===== config.mk =====
export PLATFORM = sky130hd
export DESIGN_NAME = mfb_pkt_arbiter
export DESIGN_NICKNAME = d
export VERILOG_FILES = /design/src/rtl/mfb_pkt_arbiter_pkg.sv /design/src/rtl/mfb_rr_select.sv /design/src/rtl/mfb_pkt_arbiter.sv
export SDC_FILE = /design/constraint.sdc
export NUM_CORES = 1
export LEC_CHECK = 0
export CAP_MARGIN = 20
export CORE_AREA = 2 2 611 613
export CTS_CLUSTER_SIZE = 8
export DETAILED_ROUTE_END_ITERATION = 8
export DIE_AREA = 0 0 613 615
export MAX_ROUTING_LAYER = met4
export PLACE_DENSITY = 0.3
export SYNTH_ARGS = -nofsm -noshare
export SYNTH_HDL_FRONTEND = slang
export SYNTH_SLANG_ARGS = --single-unit

===== constraint.sdc =====
create_clock -name clk -period 35.5 [get_ports clk]
set_clock_uncertainty 0.2 [all_clocks]
set_input_delay 5.325 -clock clk [delete_from_list [all_inputs] [get_ports clk]]
set_output_delay 5.325 -clock clk [all_outputs]
set_load 0.01 [all_outputs]

===== src/rtl/mfb_pkt_arbiter_pkg.sv =====
// Shared types and helpers for the MFB packet arbiter.
package mfb_pkt_arbiter_pkg;

    // Arbiter state: free to pick a new packet, or bound to one input until its EOF.
    typedef enum logic [0:0] {
        StIdle,
        StLocked
    } state_e;

    // Width of an index into n entries; never below one bit.
    function automatic int unsigned idx_width(input int unsigned n);
        return (n > 1) ? $clog2(n) : 1;
    endfunction

    // The open packet finishes in this word and no new packet starts after its EOF.
    function automatic logic word_ends_pkt(
        input logic        sof,
        input logic        eof,
        input int unsigned sof_pos,
        input int unsigned eof_pos,
        input int unsigned block_size
    );
        return eof && (!sof || (sof_pos * block_size <= eof_pos));
    endfunction

    // A packet starts in this word and is still open when the word ends.
    function automatic logic trailing_sof(
        input logic        sof,
        input logic        eof,
        input int unsigned sof_pos,
        input int unsigned eof_pos,
        input int unsigned block_size
    );
        return sof && (!eof || (sof_pos * block_size > eof_pos));
    endfunction

endpackage


===== src/rtl/mfb_rr_select.sv =====
// Round-robin pick: first set request at or after ptr, wrapping. Purely combinational.
module mfb_rr_select
    import mfb_pkt_arbiter_pkg::*;
#(
    parameter int unsigned INPUTS = 2,
    localparam int unsigned SelW  = idx_width(INPUTS)
) (
    input  logic [INPUTS-1:0] req,
    input  logic [SelW-1:0]   ptr,
    output logic [INPUTS-1:0] gnt,
    output logic [SelW-1:0]   idx,
    output logic              valid
);

    logic [SelW-1:0] scan_idx;

    // Walk the inputs starting at ptr and keep the first requester found.
    always_comb begin
        gnt      = '0;
        idx      = '0;
        valid    = 1'b0;
        scan_idx = '0;
        for (int unsigned k = 0; k < INPUTS; k++) begin
            scan_idx = SelW'((32'(ptr) + k) % INPUTS);
            if (!valid && req[scan_idx]) begin
                valid         = 1'b1;
                gnt[scan_idx] = 1'b1;
                idx           = scan_idx;
            end
        end
    end

endmodule


===== src/rtl/mfb_pkt_arbiter.sv =====
// Packet-granular round-robin merge of several single-region MFB streams into one,
// behind a single output register stage.
module mfb_pkt_arbiter
    import mfb_pkt_arbiter_pkg::*;
#(
    parameter int unsigned INPUTS      = 2,
    parameter int unsigned REGION_SIZE = 8,
    parameter int unsigned BLOCK_SIZE  = 8,
    parameter int unsigned ITEM_WIDTH  = 8,
    parameter int unsigned META_WIDTH  = 1,
    localparam int unsigned DataW      = REGION_SIZE * BLOCK_SIZE * ITEM_WIDTH,
    localparam int unsigned SofPosW    = idx_width(REGION_SIZE),
    localparam int unsigned EofPosW    = idx_width(REGION_SIZE * BLOCK_SIZE),
    localparam int unsigned SelW       = idx_width(INPUTS)
) (
    input  logic                               clk,
    input  logic                               reset_n,

    input  logic [INPUTS-1:0][DataW-1:0]       rx_data,
    input  logic [INPUTS-1:0][META_WIDTH-1:0]  rx_meta,
    input  logic [INPUTS-1:0]                  rx_sof,
    input  logic [INPUTS-1:0]                  rx_eof,
    input  logic [INPUTS-1:0][SofPosW-1:0]     rx_sof_pos,
    input  logic [INPUTS-1:0][EofPosW-1:0]     rx_eof_pos,
    input  logic [INPUTS-1:0]                  rx_src_rdy,
    output logic [INPUTS-1:0]                  rx_dst_rdy,

    output logic [DataW-1:0]                   tx_data,
    output logic [META_WIDTH-1:0]              tx_meta,
    output logic                               tx_sof,
    output logic                               tx_eof,
    output logic [SofPosW-1:0]                 tx_sof_pos,
    output logic [EofPosW-1:0]                 tx_eof_pos,
    output logic                               tx_src_rdy,
    input  logic                               tx_dst_rdy,
    output logic [SelW-1:0]                    tx_sel
);

    state_e              state_q;
    logic [SelW-1:0]     rr_ptr_q;
    logic [SelW-1:0]     lock_idx_q;

    logic                tx_src_rdy_q;
    logic                tx_sof_q;
    logic                tx_eof_q;
    logic [SelW-1:0]     tx_sel_q;
    logic [DataW-1:0]    tx_data_q;
    logic [META_WIDTH-1:0] tx_meta_q;
    logic [SofPosW-1:0]  tx_sof_pos_q;
    logic [EofPosW-1:0]  tx_eof_pos_q;

    logic                le;
    logic [INPUTS-1:0]   cand;
    logic [INPUTS-1:0]   win_gnt;
    logic [SelW-1:0]     win_idx;
    logic                win_valid;
    logic [SelW-1:0]     sel_idx;
    logic                xfer;
    logic                sel_sof;
    logic                sel_eof;
    logic                sel_ends;
    logic                sel_trail;

    function automatic logic [SelW-1:0] ptr_after(input logic [SelW-1:0] idx);
        return (32'(idx) + 1 >= INPUTS) ? '0 : idx + 1'b1;
    endfunction

    // Output register can take a new word when empty or being drained.
    assign le   = !tx_src_rdy_q || tx_dst_rdy;
    // Only a word carrying SOF may open a new grant.
    assign cand = rx_src_rdy & rx_sof;

    mfb_rr_select #(
        .INPUTS (INPUTS)
    ) u_rr_select (
        .req   (cand),
        .ptr   (rr_ptr_q),
        .gnt   (win_gnt),
        .idx   (win_idx),
        .valid (win_valid)
    );

    // Grant decode: round-robin winner when idle, the locked input otherwise.
    always_comb begin
        rx_dst_rdy = '0;
        xfer       = 1'b0;
        sel_idx    = lock_idx_q;
        if (state_q == StIdle) begin
            sel_idx = win_idx;
            if (win_valid && le) begin
                rx_dst_rdy = win_gnt;
                xfer       = 1'b1;
            end
        end else begin
            rx_dst_rdy[lock_idx_q] = le;
            xfer                   = le && rx_src_rdy[lock_idx_q];
        end
        // Nothing is accepted while reset is held.
        if (!reset_n) begin
            rx_dst_rdy = '0;
            xfer       = 1'b0;
        end
    end

    assign sel_sof   = rx_sof[sel_idx];
    assign sel_eof   = rx_eof[sel_idx];
    assign sel_ends  = word_ends_pkt(sel_sof, sel_eof, 32'(rx_sof_pos[sel_idx]),
                                     32'(rx_eof_pos[sel_idx]), BLOCK_SIZE);
    assign sel_trail = trailing_sof(sel_sof, sel_eof, 32'(rx_sof_pos[sel_idx]),
                                    32'(rx_eof_pos[sel_idx]), BLOCK_SIZE);

    // Arbitration FSM plus the reset-carrying output control fields.
    always_ff @(posedge clk or negedge reset_n) begin
        if (!reset_n) begin
            state_q      <= StIdle;
            rr_ptr_q     <= '0;
            lock_idx_q   <= '0;
            tx_src_rdy_q <= 1'b0;
            tx_sof_q     <= 1'b0;
            tx_eof_q     <= 1'b0;
            tx_sel_q     <= '0;
        end else begin
            if (le) begin
                tx_src_rdy_q <= xfer;
                if (xfer) begin
                    tx_sof_q <= sel_sof;
                    tx_eof_q <= sel_eof;
                    tx_sel_q <= sel_idx;
                end
            end
            if (xfer) begin
                unique case (state_q)
                    StIdle: begin
                        if (sel_trail) begin
                            state_q    <= StLocked;
                            lock_idx_q <= sel_idx;
                        end else begin
                            rr_ptr_q <= ptr_after(sel_idx);
                        end
                    end
                    StLocked: begin
                        if (sel_ends) begin
                            state_q  <= StIdle;
                            rr_ptr_q <= ptr_after(sel_idx);
                        end
                    end
                    default: state_q <= StIdle;
                endcase
            end
        end
    end

    // Payload fields are only meaningful while tx_src_rdy is set, so they carry no reset.
    always_ff @(posedge clk) begin
        if (xfer) begin
            tx_data_q    <= rx_data[sel_idx];
            tx_meta_q    <= rx_meta[sel_idx];
            tx_sof_pos_q <= rx_sof_pos[sel_idx];
            tx_eof_pos_q <= rx_eof_pos[sel_idx];
        end
    end

    assign tx_data    = tx_data_q;
    assign tx_meta    = tx_meta_q;
    assign tx_sof     = tx_sof_q;
    assign tx_eof     = tx_eof_q;
    assign tx_sof_pos = tx_sof_pos_q;
    assign tx_eof_pos = tx_eof_pos_q;
    assign tx_src_rdy = tx_src_rdy_q;
    assign tx_sel     = tx_sel_q;

endmodule


=== After elaboration in Yosys (flattened, before gate mapping) ===
Cells that the tools add are included.

* Output and inout port bits: 528
* Bits in registers: 529
* Input bits: 1053

* Mux-type cells: 44
* Reductions and logical operators: 18
* Eq/ne operators: 2
* Bitwise logic cells: 4
* Add/sub/neg operators: 3
* Order comparisons: 10

{| class="wikitable"
|+ Operators by type and width
! cell !! number
|-
| $mux 512 || 2
|-
| $mux 1 || 28
|-
| $mux 6 || 2
|-
| $mux 2 || 5
|-
| $logic_and 1x1->1 || 8
|-
| $lt 1x2->1 const B || 4
|-
| $gt 6x6->1 || 1
|-
| $le 6x6->1 || 1
|-
| $mux 3 || 2
|-
| $reduce_and 3->1 || 2
|-
| $and 2x2->2 || 2
|-
| $logic_not 1->1 || 4
|-
| $pmux 1 s2 || 2
|-
| $demux 1 s1 || 3
|-
| $ge 1x1->1 const B || 3
|-
| $logic_or 1x1->1 || 3
|-
| $add 1x1->1 const B || 2
|-
| $add 1x1->2 const B || 1
|-
| $ge 2x2->1 const B || 1
|-
| $ne 2x1->1 const B || 1
|-
| $ne 2x2->1 const B || 1
|-
| $or 2x2->2 || 1
|-
| $reduce_and 2->1 || 1
|-
| $not 1->1 || 1
|}

=== Logic depth before layout (Yosys ltp) ===
Gate-level depths: netlist of run 1.

* Depth in word-level cells: 15
* Gate-level depth with buffers: 15
* Mapped depth without buffers: 12

=== Hierarchy ===
From an unflattened synthesis of run 1, not the netlist that was laid out.

* Cell total of the unflattened synthesis: 1164
* Area total of the unflattened synthesis: 22452.8 um^2

{| class="wikitable"
|+ Modules (own cells, without submodules)
! module !! seq. area each (um^2) !! area each (um^2) !! cells an instance !! instances
|-
| mfb_pkt_arbiter || 15850.2 || 22420.3 || 1159 || 1
|-
| mfb_rr_select || 0.0 || 32.5 || 5 || 1
|}

=== Worst setup path after synthesis of run 1 ===
Ideal clock, no wire load.

* Path kind: input to register
* Start point: in tx_dst_rdy
* End point: reg rr_ptr_q
* Library setup time: 0.125 ns
* Cell stages on the path: 6
* Slack: 1.270 ns
* Data arrival time: 33.905 ns
* Path through: nand2b_1 nand3_1 a21oi_1 and3_1 o21ai_0 mux2_2

* Longest elaborated chain between the ends: 6

{| class="wikitable"
|+ RTL lines
! what !! RTL line !! RTL
|-
| start: declaration || mfb_pkt_arbiter.sv:35 || <nowiki>input logic tx_dst_rdy,</nowiki>
|-
| $logic_or 1x1->1 * || mfb_pkt_arbiter.sv:69 || <nowiki>assign le = !tx_src_rdy_q || tx_dst_rdy;</nowiki>
|-
| $logic_and 1x1->1 || mfb_pkt_arbiter.sv:90 || <nowiki>if (win_valid && le) begin</nowiki>
|-
| $mux 1 || mfb_pkt_arbiter.sv:90 ||
|-
| $mux 1 * || mfb_pkt_arbiter.sv:88 || <nowiki>if (state_q == StIdle) begin</nowiki>
|-
| $mux 1 * || mfb_pkt_arbiter.sv:99 || <nowiki>if (!reset_n) begin</nowiki>
|-
| net xfer || mfb_pkt_arbiter.sv:58 || <nowiki>logic xfer;</nowiki>
|-
| $reduce_and 3->1 (no source line) * || - ||
|-
| end signal: assignment || mfb_pkt_arbiter.sv:138 || <nowiki>rr_ptr_q <= ptr_after(sel_idx);</nowiki>
|-
| end signal: assignment || mfb_pkt_arbiter.sv:144 || <nowiki>rr_ptr_q <= ptr_after(sel_idx);</nowiki>
|-
| end: declaration || mfb_pkt_arbiter.sv:40 || <nowiki>logic [SelW-1:0] rr_ptr_q;</nowiki>
|}

Mark *: on every way through the listed nets, which the timed path passes. The rest lies on a longest branch.
A chain may end at the register's enable or synchronous reset.

=== Worst setup path in the final report of run 1 ===
* Start point: in rx_src_rdy[1]
* End point: out rx_dst_rdy[1]

* Longest elaborated chain between the ends: 11

{| class="wikitable"
|+ RTL lines
! what !! RTL line !! RTL
|-
| start: declaration || mfb_pkt_arbiter.sv:25 || <nowiki>input logic [INPUTS-1:0] rx_src_rdy,</nowiki>
|-
| $and 2x2->2 * || mfb_pkt_arbiter.sv:71 || <nowiki>assign cand = rx_src_rdy & rx_sof;</nowiki>
|-
| $mux 1 (implied by the code) (2 in series) || mfb_rr_select.sv:25 || <nowiki>if (!valid && req[scan_idx]) begin</nowiki>
|-
| $mux 1 || mfb_rr_select.sv:25 ||
|-
| $logic_not 1->1 || mfb_rr_select.sv:25 ||
|-
| $logic_and 1x1->1 || mfb_rr_select.sv:25 ||
|-
| $mux 1 || mfb_rr_select.sv:25 ||
|-
| $logic_and 1x1->1 || mfb_pkt_arbiter.sv:90 ||
|-
| $mux 2 * || mfb_pkt_arbiter.sv:90 ||
|-
| $mux 2 * || mfb_pkt_arbiter.sv:88 ||
|-
| $mux 2 * || mfb_pkt_arbiter.sv:99 ||
|-
| end: declaration || mfb_pkt_arbiter.sv:26 || <nowiki>output logic [INPUTS-1:0] rx_dst_rdy,</nowiki>
|}

Every way passes the cells marked *; elsewhere a longest branch is shown, timed or not. The select of a mux whose other input is x is not followed.

==> metrics.md, run 1 <==
| Metric | Value |
|---|---|
| DP HPWL | `228900 um` |
| Clk_lat worst skew | `790 ps` |
| R2R Path Start | `state_q` |
| Minimum clock period | `13310 ps` |
| Clock Sinks | `529` |
| R2r endpoint | `tx_data[223]` |
| Die area | `377000 um^2` |
| Antenna violations before repair | `108` |
| Hold Path Cell Cnt | `1` |
| Relative slew slack | `0.1444` |
| Post-Layout Inst Area | `47200 um^2` |
| Post-Synth XOR/XNOR Area | `0` |
| Final hold vios | `0` |
| IO buf count | `1580` |
| Critical Path Most Common Cell | `clkdlybuf4s50_1` |
| Synth Area in Simple Gates | `0.2653` |
| Worst hold path startpoint | `tx_eof` |
| Power Total | `3.245 mW` |
| Cell Area, Placed | `44390 um^2` |
| Min-Delay Endpoint | `tx_eof` |
| Cts repair resizes | `0` |
| Number of distinct library cells after synthesis | `29` |
| Drt wl/cell | `29.47 um` |
| Fraction of layout cells with a size suffix above 1 | `0.03765` |
| Sequential cell area fraction in the yosys report | `0.7035` |
| Max_cap viols | `0` |
| Period utilization | `0.3749` |
| CP cell instances | `clkdlybuf4s50_1 > nand2_1 > o31a_2 > nor2_1 > clkdlybuf4s50_1` |
| Max VDD drop | `0.04275 mV` |
| TritonCTS clock tree | `yes` |
| Rows | `224` |
| Congestion Overflow GR | `0` |
| Top_reg_cell synth | `edfxtp_1` |
| Synth warn | `0` |
| Cts bufs inserted | `92` |
| Via count | `23220` |
| Pwr/cell area | `68.75 nW/um^2` |
| DIE WIDTH | `613 um` |
| Worst Max-Slew Pin Slew | `1283 ps` |
| Post-synth EDFFs | `522` |
| Tot GR Track Use | `0.1387` |
| Synth async-reset ratio | `0.01323` |
| First drt pass iteration count | `5` |
| Hold crit path type | `flop to flop` |
| Complex-gate fraction of the synthesized area | `0.006386` |
| Mapped Cells | `2265` |
| Post-route DRC | `0` |
| Worst-case clock buffer depth | `4` |
| CTS Hold Bufs | `0` |
| Clock-pin slew on the worst setup and hold paths | `50 ps` |
| Cell family with most CP delay | `buffers and inverters` |
| Pin count of the biggest net entering global routing | `170` |
| Detailed router's first-iteration violation count | `1265` |
| Critical-path top delay cell | `clkdlybuf4s50_1` |
| Setup_tns | `0 ps` |
| Setup Buffers After CTS | `0` |
| Slowest stage delay, CP | `690 ps` |
| R2R depth | `9` |
| Synth Area per Inst | `9.947 um^2` |
| Initial core utilization | `0.06076` |
| Nets | `4906` |
| Filler instances | `42270` |
| Post-Synth Adder-Cell Area | `0.001666` |
| Fmax | `75.13 MHz` |
| Status | `complete, no violations` |
| Post-Syn Area | `22530 um^2` |
| CP required | `29970 ps` |
| CP Buf/Inv Count | `2` |
| LEAKAGE | `17.31 nW` |
| CTS root buf | `clkbuf_16` |
| Area delta synth->final | `109.5%` |
| Drt total wl | `262700 um` |
| Io pins | `1581` |
| Die height | `615 um` |
| Seq cells post-synth | `529` |
| Crit start category | `input port` |
| CORE AREA | `370800 um^2` |
| CP arrival | `7780 ps` |
| Routability cong. | `0.9124` |
| Largest family of logic cells by synthesized area | `simple AND/OR/NAND/NOR gates` |
| Crit end category | `output pin` |
| Vias in the first global route | `24380` |
| Syn Nets | `3321` |
| Unrepaired setup endpoints after global routing | `false` |
| Crit Path Max Fanout | `13` |
| Slew Limit Fails | `0` |
| First-pass GRT wire length | `317600 um` |
| Drt via density | `2.605` |
| R2R Setup Slk | `30550 ps` |
| Post-DRT Antenna Nets | `0` |
| H-tree depth | `3` |
| Kind of critical path | `input port to output pin` |
| Final setup fails | `0` |
| Fraction of synthesized area in multiplexers | `0.002499` |
[metal layers]
layer	vias to the layer above	GRT usage	routed length, um
met5	-	-	0
met4	0	0.02383	4638
met3	243	0.06263	28080
met2	1061	0.2458	134500
met1	11350	0.1411	95450
li1	10560	-	-
[sequential cells by signal, summed over array words and instances, names as in the netlist]
name,cells
tx_sel,1
tx_eof_pos,6
rr_ptr_q,1
state_q,1
tx_eof,1
lock_idx_q,1
tx_sof,1
tx_src_rdy,1
tx_sof_pos,3
tx_data,512
tx_meta,1
[worst reg2reg max path, cell delays in order, from the launching register on]
cell     delay (ps)
dfrtp_1         530
nand2_1         240
o31a_2          630
buf_4           360
buf_4           480
buf_4           560
buf_4           700
buf_4           770
nand2_1         270
nand2_1          90
[cells in the final DEF (no fill, tap or decap), drive strengths merged]
master and n:
o21a 1, clkinvlp 3, nand2 1571, bufinv 3
inv 7, a22oi 1, nand3 3, and3 1
a2111o 2, o21ai 2, or4 1, nor4 1
nand2b 1, a21boi 1, a41oi 1, a211o 1
clkinv 23, a21oi 5, nor2 7, mux2 2
and3b 1, a221o 1, clkdlybuf4s50 1580, o31a 1
dfrtp 7, buf 28, mux2i 3, o31ai 1
a21o 2, ha 3, edfxtp 522, diode 37
clkbuf 118
[synthesized netlist by cell type, types with 2 or more instances]
cell | count | area, um^2
edfxtp_1 | 522 | 15680
a21o_1 | 2 | 15.01
buf_2 | 3 | 15.01
nand2_1 | 1571 | 5897
a21oi_1 | 5 | 25.02
nand3_1 | 3 | 15.01
dfrtp_1 | 7 | 175.2
mux2i_1 | 3 | 30.03
inv_1 | 6 | 22.52
clkbuf_1 | 114 | 427.9
ha_1 | 3 | 37.54
nor2_1 | 7 | 26.28
a2111o_1 | 2 | 22.52
o21ai_0 | 2 | 10.01
[how the worst max path moves through the flow]
stage                              from            end  slack (ps)  depth (start not counted)
after floorplan              tx_dst_rdy       rr_ptr_q        1270                          6
after global placement    rx_src_rdy[1]  rx_dst_rdy[1]       22010                          5
after detailed placement  rx_src_rdy[1]  rx_dst_rdy[1]       22060                          5
after CTS                 rx_src_rdy[1]  rx_dst_rdy[1]       22040                          5
after global routing      rx_src_rdy[1]  rx_dst_rdy[1]       22020                          5
final                     rx_src_rdy[1]  rx_dst_rdy[1]       22190                          5
[power breakdown]
group          switching [mW]  leakage [nW]  total, mW  internal (mW)
Clock                   0.364          1.30      0.860          0.496
Sequential             0.0840          4.98       1.02          0.939
Combinational           0.916          11.0       1.36          0.446
[layout make-up]
type | count | area, um^2 | area share
multi-input combinational | 1613 | 6236 | 0.1321
tap | 4972 | 6221 | 0.1318
clock buffer | 118 | 2410 | 0.05105
inverter | 6 | 22.52 | 0.0004771
clock inverter | 30 | 286.5 | 0.006070
timing repair buffer | 1608 | 16080 | 0.3407
sequential | 529 | 15850 | 0.3358
antenna | 37 | 92.59 | 0.001962
[cells by family after synthesis]
group / after synthesis
AOI/OAI and AO/OA: 19
adders and majority gates: 3
buffers and inverters: 123
DFF: 529
muxes: 5
and+or+nand+nor: 1586
[per-stage QoR]
step | setup slack, ps | utilization | instances | hold WS, ps
finish | 22190 | 0.1273 | 8913 | 290.9
global route | 22020 | 0.1273 | 8908 | 320.2
CTS | 22040 | 0.1270 | 8875 | 296.4
detailed placement | 22060 | 0.1197 | 8727 | 284.7
global placement | 22010 | 0.1197 | 8727 | 273.2
floorplan | 1270 | - | 2265 | 295.6
Power figures use the tool's default switching activity.
==> inputs of run 2 (changes only) <==
==> constraint.sdc (replaced) <==
create_clock -name clk -period 10.65 [get_ports clk]
set_clock_uncertainty 0.2 [all_clocks]
set_input_delay 1.5975 -clock clk [delete_from_list [all_inputs] [get_ports clk]]
set_output_delay 1.5975 -clock clk [all_outputs]
set_load 0.01 [all_outputs]
==> metrics.md, run 2 (same netlist as run 1, synthesis figures left out) <==
| Metric | Value |
|---|---|
| Status | `complete, no violations (unchanged)` |
| Minimum clock period | `5828 ps` |
| Area delta synth->final | `110.2% (was 109.5%)` |
| Met2 WL | `139300 um (was 134500 um)` |
| Clk pwr share | `0.267 (was 0.265)` |
| Post-route DRC | `0 (unchanged)` |
| LEAKAGE | `17.36 nW (was 17.31 nW)` |
| Fraction of layout cells with a size suffix above 1 | `0.03715 (was 0.03765)` |
| Area of the multi-input gates | `6241 um^2 (was 6236 um^2)` |
| M1 WL | `99380 um (was 95450 um)` |
| Commonest non-fill, non-tap cells in the layout | `clkdlybuf4s50_1, nand2_1, edfxtp_1, clkbuf_16, clkbuf_1 (unchanged)` |
| Pwr/cell area | `231.4 nW/um^2 (was 68.75 nW/um^2)` |
| Critical Path Most Common Cell | `clkdlybuf4s50_1 (unchanged)` |
| Drt wl/cell | `30.36 um (was 29.47 um)` |
| Non-Filler Instances | `8930 (was 8913)` |
| Io pins | `1581 (unchanged)` |
| Worst-case clock buffer depth | `4 (unchanged)` |
| Final setup fails | `0 (unchanged)` |
| CTS Hold Bufs | `0 (unchanged)` |
| Power share of the combinational group | `0.424 (was 0.420)` |
| First-pass GRT wire length | `325300 um (was 317600 um)` |
| WL met3 | `27050 um (was 28080 um)` |
| Hold crit path type | `flop to flop (unchanged)` |
| Rows | `224 (unchanged)` |
| Commonest non-fill, non-tap cell in the layout | `clkdlybuf4s50_1 (unchanged)` |
| CP arrival | `4030 ps (was 7780 ps)` |
| Post-DRT Antenna Nets | `0 (unchanged)` |
| CP cell instances | `clkdlybuf4s50_1 > nand2_1 > o31a_2 > nor2_1 > clkdlybuf4s50_1 (unchanged)` |
| Unrepaired setup endpoints after global routing | `false (unchanged)` |
| Clock-pin slew on the worst setup and hold paths | `50 ps (about the same)` |
| Slowest stage delay, CP | `710 ps (was 690 ps)` |
| Cell Area, Placed | `44470 um^2 (was 44390 um^2)` |
| Switching Power | `4.614 mW (was 1.364 mW)` |
| Fmax | `171.6 MHz` |
| Initial core utilization | `0.06076 (unchanged)` |
| Sequential power share | `0.309 (was 0.315)` |
| Drt via density | `2.638 (was 2.605)` |
| Drt total wl | `271200 um (was 262700 um)` |
| CTS root buf | `clkbuf_16 (unchanged)` |
| Filler instances | `42240 (was 42270)` |
| CP required | `8850 ps (was 29970 ps)` |
| Clock Sinks | `529 (unchanged)` |
| Max Used Layer | `met4 (unchanged)` |
| Tot GR Track Use | `0.1429 (was 0.1387)` |
| Pint | `6.344 mW (was 1.881 mW)` |
| DP HPWL | `237400 um (was 228900 um)` |
| CP Buf/Inv Count | `2 (unchanged)` |
| Final core occ | `0.1277 (was 0.1273)` |
| Period utilization | `0.5472` |
| Worst Max-Slew Pin Slew | `1049 ps (was 1283 ps)` |
| Max VDD drop | `0.1108 mV (was 0.04275 mV)` |
| Setup Buffers After CTS | `0 (unchanged)` |
| Post-Layout Inst Area | `47350 um^2 (was 47200 um^2)` |
| Die area | `377000 um^2 (unchanged)` |
| Crit start category | `input port (unchanged)` |
| Crit Path Max Fanout | `6 (was 13)` |
| Via count | `23550 (was 23220)` |
| Dpl cells | `8727 (unchanged)` |
| Nets | `4905 (was 4906)` |
| Congestion Overflow GR | `0 (unchanged)` |
| Vias in the first global route | `24270 (was 24380)` |
| Kind of critical path | `input port to output pin (unchanged)` |
| Cts repair resizes | `0 (unchanged)` |
| Die height | `615 um (unchanged)` |
| Clk_lat worst skew | `790 ps (about the same)` |
| First drt pass iteration count | `7 (was 5)` |
| IO buf count | `1580 (unchanged)` |
| Routability cong. | `0.9067 (was 0.9124)` |
| Detailed router's first-iteration violation count | `1385 (was 1265)` |
| Cell family with most CP delay | `buffers and inverters (unchanged)` |
| Pin count of the biggest net entering global routing | `118 (was 170)` |
| TritonCTS clock tree | `yes (unchanged)` |
| Final hold vios | `0 (unchanged)` |
| Antenna violations before repair | `116 (was 108)` |
| Max_cap viols | `0 (unchanged)` |
| Crit end category | `output pin (unchanged)` |
| CORE AREA | `370800 um^2 (unchanged)` |
| Slew Limit Fails | `0 (unchanged)` |
| Largest register FFs | `512 (unchanged)` |
| Power Total | `10.96 mW (was 3.245 mW)` |
| Setup ws final | `4822 ps (was 22190 ps)` |
| H-tree depth | `3 (unchanged)` |
| Setup WS pre-CTS | `4656 ps (was 22060 ps)` |
| Net Sw Frac | `0.4211 (was 0.4203)` |
| Relative slew slack | `0.3006 (was 0.1444)` |
| DIE WIDTH | `613 um (unchanged)` |
| Critical-path top delay cell | `clkdlybuf4s50_1 (unchanged)` |
| Cts bufs inserted | `92 (unchanged)` |
| Register Area | `15850 um^2 (unchanged)` |
run 2: through the flow:
| step | TNS, ps | hold slack (ps) |
|---|---|---|
| global placement | 0 | 325.2 |
| floorplan | -240660 | 295.6 |
| detailed placement | 0 | 300.8 |
| CTS | 0 | 325.6 |
| global route | 0 | 352.0 |
| finish | 0 | 326.7 |
run 2: final cells by class:
type / instances / area share
Timing Repair Buffer: 1607 / 0.3406
Sequential cell: 529 / 0.3347
Multi-Input combinational cell: 1613 / 0.1318
Tap cell: 4972 / 0.1314
Clock buffer: 115 / 0.05044
Clock inverter: 33 / 0.007636
Antenna cell: 55 / 0.002907
Inverter: 6 / 0.0004756
run 2: final timing paths:
check | startpoint | slack [ps] | end | cells after the start
hold reg to reg | tx_eof | 330 | tx_eof | 1
max in group asynchronous | reset_n | 8980 | tx_sel | 1
setup / recovery | rx_src_rdy[1] | 4820 | rx_dst_rdy[1] | 5
min in group asynchronous | reset_n | 940 | lock_idx_q | 1
setup reg to reg | state_q | 6560 | tx_data[319] | 7
hold / removal | tx_eof | 330 | tx_eof | 1
run 2: metal layers:
layer  vias up  GRT usage
met5         -          -
met4         0    0.02626
met3       248    0.06562
met2      1122     0.2533
met1     11590     0.1438
li1      10590          -
run 2: power by group through the flow:
stage / Sequential, mW / Clock [mW] / Combinational, mW
after floorplan: 3.69 / 0 / 1.33
after global placement: 3.43 / 0 / 4.89
after detailed placement: 3.42 / 0 / 4.89
after CTS: 3.40 / 3.10 / 4.91
after global routing: 3.43 / 3.14 / 5.05
final: 3.39 / 2.93 / 4.65
run 2: worst reg2reg max path, cell delays in order, from the launching register on:
cell     delay (ps)
dfrtp_1         520
nand2_1         250
o31a_2          290
buf_12          300
buf_4          1200
buf_4           840
nand2_1         240
nand2_1          90
